--- src/rtl/restoring_div_unsigned_if.sv ---
// Operand/result bundle for the restoring divider.
// The master side issues operands and a start request; the slave side returns results.
interface restoring_div_unsigned_if #(
    parameter int DATA_WIDTH = 8
);
    logic                      en_i_div;
    logic [2*DATA_WIDTH-1:0]   dividend_i;
    logic [DATA_WIDTH-1:0]     divisor_i;
    logic [2*DATA_WIDTH-1:0]   quotient_o;
    logic [DATA_WIDTH-1:0]     remainder_o;
    logic                      div_by_zero_o;
    logic                      busy_o;
    logic                      div_done_o;

    modport master (
        output en_i_div, dividend_i, divisor_i,
        input  quotient_o, remainder_o, div_by_zero_o, busy_o, div_done_o
    );

    modport slave (
        input  en_i_div, dividend_i, divisor_i,
        output quotient_o, remainder_o, div_by_zero_o, busy_o, div_done_o
    );
endinterface

--- src/rtl/restoring_div_unsigned.sv ---
// Multi-cycle unsigned restoring divider, one quotient bit per cycle (2*DATA_WIDTH iterations).
// Optional macro DIV_ROUND_EN: round-to-nearest (ties up, saturating) on the final quotient.
module restoring_div_unsigned #(
    parameter int DATA_WIDTH = 8
) (
    input  logic                     clk_i_div,
    input  logic                     rstn_i_div,
    restoring_div_unsigned_if.slave  div_if
);
    localparam int W  = DATA_WIDTH;
    localparam int CW = $clog2(2*W+1);

    typedef enum logic [1:0] {
        S_IDLE = 2'd0,
        S_OP   = 2'd1,
        S_LAST = 2'd2
    } state_t;

    state_t           r_state, w_state_next;
    logic [2*W-1:0]   r_q, w_q_next;
    logic [W-1:0]     r_d, w_d_next;
    logic [W:0]       r_r, w_r_next;
    logic [CW-1:0]    r_cnt, w_cnt_next;
    logic [2*W-1:0]   r_quotient, w_quotient_next;
    logic [W-1:0]     r_remainder, w_remainder_next;
    logic             r_dbz, w_dbz_next;
    logic             r_busy, w_busy_next;
    logic             r_done, w_done_next;

    // One restoring step on the concatenated {R,Q} register.
    logic [W:0]       w_r_shift;
    logic             w_sub_ok;
    logic [W:0]       w_r_iter;
    logic [2*W-1:0]   w_q_iter;
    logic [2*W-1:0]   w_q_final;
    logic             w_d_zero;

    assign w_r_shift = {r_r[W-1:0], r_q[2*W-1]};
    // A set R MSB means the shifted value already exceeds any W-bit divisor.
    assign w_sub_ok  = r_r[W] | (w_r_shift >= {1'b0, r_d});
    assign w_r_iter  = w_sub_ok ? (w_r_shift - {1'b0, r_d}) : w_r_shift;
    assign w_q_iter  = {r_q[2*W-2:0], w_sub_ok};
    assign w_d_zero  = (r_d == '0);

`ifdef DIV_ROUND_EN
    logic w_round_up;
    assign w_round_up = ({r_r, 1'b0} >= {2'b00, r_d});
    assign w_q_final  = (w_round_up && (r_q != '1)) ? (r_q + 1'b1) : r_q;
`else
    assign w_q_final  = r_q;
`endif

    always_ff @(posedge clk_i_div or negedge rstn_i_div) begin
        if (!rstn_i_div) begin
            r_state     <= S_IDLE;
            r_q         <= '0;
            r_d         <= '0;
            r_r         <= '0;
            r_cnt       <= '0;
            r_quotient  <= '0;
            r_remainder <= '0;
            r_dbz       <= 1'b0;
            r_busy      <= 1'b0;
            r_done      <= 1'b0;
        end else begin
            r_state     <= w_state_next;
            r_q         <= w_q_next;
            r_d         <= w_d_next;
            r_r         <= w_r_next;
            r_cnt       <= w_cnt_next;
            r_quotient  <= w_quotient_next;
            r_remainder <= w_remainder_next;
            r_dbz       <= w_dbz_next;
            r_busy      <= w_busy_next;
            r_done      <= w_done_next;
        end
    end

    always_comb begin
        w_state_next     = r_state;
        w_q_next         = r_q;
        w_d_next         = r_d;
        w_r_next         = r_r;
        w_cnt_next       = r_cnt;
        w_quotient_next  = r_quotient;
        w_remainder_next = r_remainder;
        w_dbz_next       = r_dbz;
        w_busy_next      = r_busy;
        w_done_next      = 1'b0;

        unique case (r_state)
            S_IDLE: begin
                // busy drops here on the edge after the done pulse unless a new start arrives.
                w_busy_next = div_if.en_i_div;
                if (div_if.en_i_div) begin
                    w_q_next     = div_if.dividend_i;
                    w_d_next     = div_if.divisor_i;
                    w_r_next     = '0;
                    w_cnt_next   = '0;
                    w_state_next = S_OP;
                end
            end
            S_OP: begin
                w_q_next   = w_q_iter;
                w_r_next   = w_r_iter;
                w_cnt_next = r_cnt + 1'b1;
                if (r_cnt == CW'(2*W-1)) begin
                    w_state_next = S_LAST;
                end
            end
            S_LAST: begin
                w_quotient_next  = w_d_zero ? '1 : w_q_final;
                w_remainder_next = w_d_zero ? '0 : r_r[W-1:0];
                w_dbz_next       = w_d_zero;
                w_done_next      = 1'b1;
                w_busy_next      = 1'b1;
                w_state_next     = S_IDLE;
            end
            default: begin
                w_state_next = S_IDLE;
            end
        endcase
    end

    assign div_if.quotient_o    = r_quotient;
    assign div_if.remainder_o   = r_remainder;
    assign div_if.div_by_zero_o = r_dbz;
    assign div_if.busy_o        = r_busy;
    assign div_if.div_done_o    = r_done;

endmodule

--- src/flat_wrapper.sv ---
// flat-port wrapper written by rule: the top's interface ports become plain ports
module restoring_div_unsigned_flat 
#(
    parameter int DATA_WIDTH = 8
)
  (clk_i_div, rstn_i_div, div_if_en_i_div, div_if_dividend_i, div_if_divisor_i, div_if_quotient_o, div_if_remainder_o, div_if_div_by_zero_o, div_if_busy_o, div_if_div_done_o);
  restoring_div_unsigned_if #(.DATA_WIDTH(DATA_WIDTH)) div_if_i ();
  input  logic clk_i_div;
  input  logic rstn_i_div;
  input wire logic [$bits(div_if_i.en_i_div)-1:0] div_if_en_i_div;
  input wire logic [$bits(div_if_i.dividend_i)-1:0] div_if_dividend_i;
  input wire logic [$bits(div_if_i.divisor_i)-1:0] div_if_divisor_i;
  output wire logic [$bits(div_if_i.quotient_o)-1:0] div_if_quotient_o;
  output wire logic [$bits(div_if_i.remainder_o)-1:0] div_if_remainder_o;
  output wire logic [$bits(div_if_i.div_by_zero_o)-1:0] div_if_div_by_zero_o;
  output wire logic [$bits(div_if_i.busy_o)-1:0] div_if_busy_o;
  output wire logic [$bits(div_if_i.div_done_o)-1:0] div_if_div_done_o;
  assign div_if_i.en_i_div = div_if_en_i_div;
  assign div_if_i.dividend_i = div_if_dividend_i;
  assign div_if_i.divisor_i = div_if_divisor_i;
  assign div_if_quotient_o = div_if_i.quotient_o;
  assign div_if_remainder_o = div_if_i.remainder_o;
  assign div_if_div_by_zero_o = div_if_i.div_by_zero_o;
  assign div_if_busy_o = div_if_i.busy_o;
  assign div_if_div_done_o = div_if_i.div_done_o;
  restoring_div_unsigned #(.DATA_WIDTH(DATA_WIDTH)) u_core (.clk_i_div(clk_i_div), .rstn_i_div(rstn_i_div), .div_if(div_if_i));
endmodule
--- config.mk ---
export PLATFORM = sky130hd
export DESIGN_NAME = restoring_div_unsigned_flat
export DESIGN_NICKNAME = d
export VERILOG_FILES = /design/src/rtl/restoring_div_unsigned_if.sv /design/src/rtl/restoring_div_unsigned.sv /design/src/flat_wrapper.sv
export SDC_FILE = /design/constraint.sdc
export NUM_CORES = 1
export LEC_CHECK = 0
export ABC_AREA = 1
export BUFFER_PORTS_ARGS = -buffer_cell sky130_fd_sc_hd__buf_2
export CAP_MARGIN = 20
export CORE_MARGIN = 2
export CORE_UTILIZATION = 43
export CTS_CLUSTER_DIAMETER = 120
export DETAILED_ROUTE_END_ITERATION = 7
export GPL_TIMING_DRIVEN = 0
export MAX_ROUTING_LAYER = met4
export SYNTH_ARGS = -nofsm -noshare
export SYNTH_HDL_FRONTEND = slang
export SYNTH_SLANG_ARGS = --single-unit
--- constraint.sdc ---
create_clock -name clk_i_div -period 2.6 [get_ports clk_i_div]
set_input_delay 0.13 -clock clk_i_div [delete_from_list [all_inputs] [get_ports clk_i_div]]
set_output_delay 0.13 -clock clk_i_div [all_outputs]
set_load 0.02 [all_outputs]
==> results.md <==
* Outcome: complete, no violations
* Top FF cell, synth: dfrtp_1
* Mapped Area at 3310 um2
* RSZ-0062 raised after global routing: false
* Top cell by count, worst path: nand2_1
* Die Ht at 91.7 um
* Drt drc at 0
* Max Cap Viol at 0
* # setup viols final at 0
* Clock sink count at 67
* Number of failing hold endpoints at the final stage at 0
* Mean post-synth cell area at 8.78 um2
* Cts bufs inserted at 9
* CP required at 2820 ps
* Final Cycle Share at roughly 69%
* YS warnings at 0
* Remaining global-route overflow at 0
* Worst hold-check path type: primary input to flop
* LEAKAGE at 1.98 nW
* Crit-path cells: ha_1 -> nand2_1 -> nor2_1 -> nand2_1 -> nand2_1 -> inv_2 -> nor3_1 -> o21ai_1
* Area Growth Syn to Fin at 18.6%
* Fill count at about 740
* Clk pin slew, worst setup/hold paths at 80 ps
* Vias in the first global route at 2636
* First-pass GRT wire length at 12.3 mm
* Yosys cell types at 35
* Max Clk Rate at roughly 0.56 GHz
* WP data arrival at 2000 ps
* Register area share after synthesis at between 50% and 60%
* Power after layout at 5.07 mW
* Setup crit start: u_core.r_r[6]
* Largest net degree at the start of global routing at 68
* Post-route ant nets at 0
* Per-cell routed wire length at 13.0 um
* Die area at 8420 um2
* First-pass DRT Iterations at 4
* Dominant cell type by area after synthesis: dfrtp_1
* Max IR drop VDD at 0.000430 V
* Final min period at 1790 ps
* CP startpoint kind: flop
* Final Max Slew Viols at 0
* First DRT Iteration DRCs at 129
* Max-slew headroom at ~45%
* Crit end category: flop
* CTS H-tree depth at 3
* CTS tree: done
* Antenna violations before repair at 0
* Critical Path Slowest Stage Cell: dfrtp_1
* Reg area at 1680 um2
* Starting Density at 44.9%
* Area of the multi-input gates at 1370 um2
* Post-route setup TNS at 0 ps
* Total Wirelength at 7.11 mm
* Core area at between 7000 and 8000 um2
* Synthesized instance count at 377
* GP Congestion at 0.814
* Reg-to-reg startpoint: u_core.r_r[6]
* Hpwl dp at 5.25 mm
* Critical Path Fanout Max at 9
* Clock skew at 11.7 ps
* I/O pin count at 54
* Synth top cells by count: nand2_1, dfrtp_1, inv_1, nand3_1, nor2_1
* Async S/R FF share, synth at 100%
* Clock latency on the worst-skew pair at approximately 340 ps
* Postcts setup bufs at 0
* Post-DP Area at 3700 um2
* Net count, final at 481
* PortBufs at 53
* Final Util at 53.3%
* Vias per inst at 4.92
* Largest stage delay on the critical path at 450 ps
* Number of flops mapped to enable cells by yosys at 0
* Hold WS at 31.4 ps
* Global Route Usage Sum at 18.9%
* Clock Path Buffers at 2
* Diodes inserted at 0
* CP Class: flop to flop
* Top post-synthesis cells by area: dfrtp_1, nand2_1, nand3_1
* Worst Hold Launch: div_if_divisor_i[5]
* Syn nets at 415
* FF+latch count, synth at 67
* Vias at 2691
* Die width at 91.7 um
* Fraction of layout cells with a size suffix above 1 at 23.2%
* Synth top area share at 50.6%
* CTS root buf: clkbuf_8
* Finished Cell Area at 3930 um2
* Slew @ Worst Pin at 825 ps
* Power Density at 1290 nW/um2
* FP Rows at 31
* Most frequent cell after synthesis: nand2_1
kinds of logic (layout without fill, tap and decap cells):
| group | Yosys count | after routing | synth area share [%] |
|---|---|---|---|
| and+or+nand+nor | 167 | 167 | 22.8 |
| DFF | 67 | 67 | 50.6 |
| buffers and inverters | 65 | 136 | 8.13 |
| AOI/OAI and AO/OA | 62 | 62 | 12.6 |
| adders and majority gates | 11 | 11 | 4.38 |
| xor gates and xnor gates | 4 | 4 | 1.06 |
| muxes | 1 | 1 | 0.340 |
area by class of cell:
class / count / area share (%)
buffer: 15 / 2.07
timing repair buffer: 55 / 7.33
clock buffer: 11 / 3.60
multi-input combinational: 245 / 34.8
tap: 99 / 3.16
sequential: 67 / 42.7
clock inverter: 5 / 1.56
inverter: 50 / 4.78
power breakdown:
group	internal [mW]	switching (mW)	leakage [nW]
sequential	1.47	0.264	0.747
combinational	0.918	1.53	1.14
clock	0.473	0.415	0.0922
total	2.86	2.21	1.98
metal layers:
| metal | vias to the layer above | GRT usage [%] | wire length, um |
|---|---|---|---|
| li1 | 1375 | - | - |
| met1 | 1256 | 27.2 | 3620 |
| met2 | 49 | 27.0 | 3090 |
| met3 | 11 | 3.37 | 288 |
| met4 | 0 | 6.72 | 120 |
| met5 | - | - | 0 |
timing repair:
action | 4_1_cts | 5_1_grt
resized for setup | 0 | 0
setup endpoints to repair | 0 | 0
hold buffers | 2 | 0
hold endpoints to repair | 68 | 0
sequential cells by signal, indices dropped and copies added, names as in the netlist, 2 cells and up:
register                   count
u_core.div_if.quotient_o      16
u_core.r_q                    16
u_core.r_r                     9
u_core.div_if.remainder_o      8
u_core.r_d                     8
u_core.r_cnt                   5
u_core.r_state                 2
worst paths after layout:
kind,slack [ps],endpoint,depth (start not counted)
worst max-delay path,810,u_core.r_r[7],8
worst min-delay path,30,u_core.r_d[5],3
worst max register to register,810,u_core.r_r[7],8
worst min register to register,480,u_core.div_if.remainder_o[7],2
max in group asynchronous,1630,u_core.div_if.remainder_o[6],2
min in group asynchronous,430,u_core.div_if.quotient_o[11],2
stage by stage:
stage | std cells | setup WS, ps
floorplan | 377 | 1010
global placement | 529 | 853
detailed placement | 529 | 814
CTS | 547 | 799
global route | 547 | 627
finish | 547 | 813
cell usage in the layout, fill, tap and decap left out, types with 5 or more instances in the layout:
| cell type | count |
|---|---|
| inv_2 | 10 |
| nor2_1 | 20 |
| clkbuf_8 | 10 |
| o211ai_2 | 5 |
| o21ai_0 | 15 |
| o22ai_1 | 6 |
| clkbuf_1 | 5 |
| o221ai_1 | 11 |
| inv_1 | 40 |
| nand3_1 | 34 |
| dfrtp_1 | 67 |
| o211ai_1 | 6 |
| buf_2 | 60 |
| nand2_1 | 98 |
| a21oi_1 | 14 |
| ha_1 | 10 |
critical path, delay by kind of cell (launching register included):
kind	cells	cell delay, ps
simple gates	5	620
flops	1	450
fa+ha+maj	1	410
compound gates	1	100
buf+inv	1	90
No activity file was read; power rests on OpenSTA's default activity.
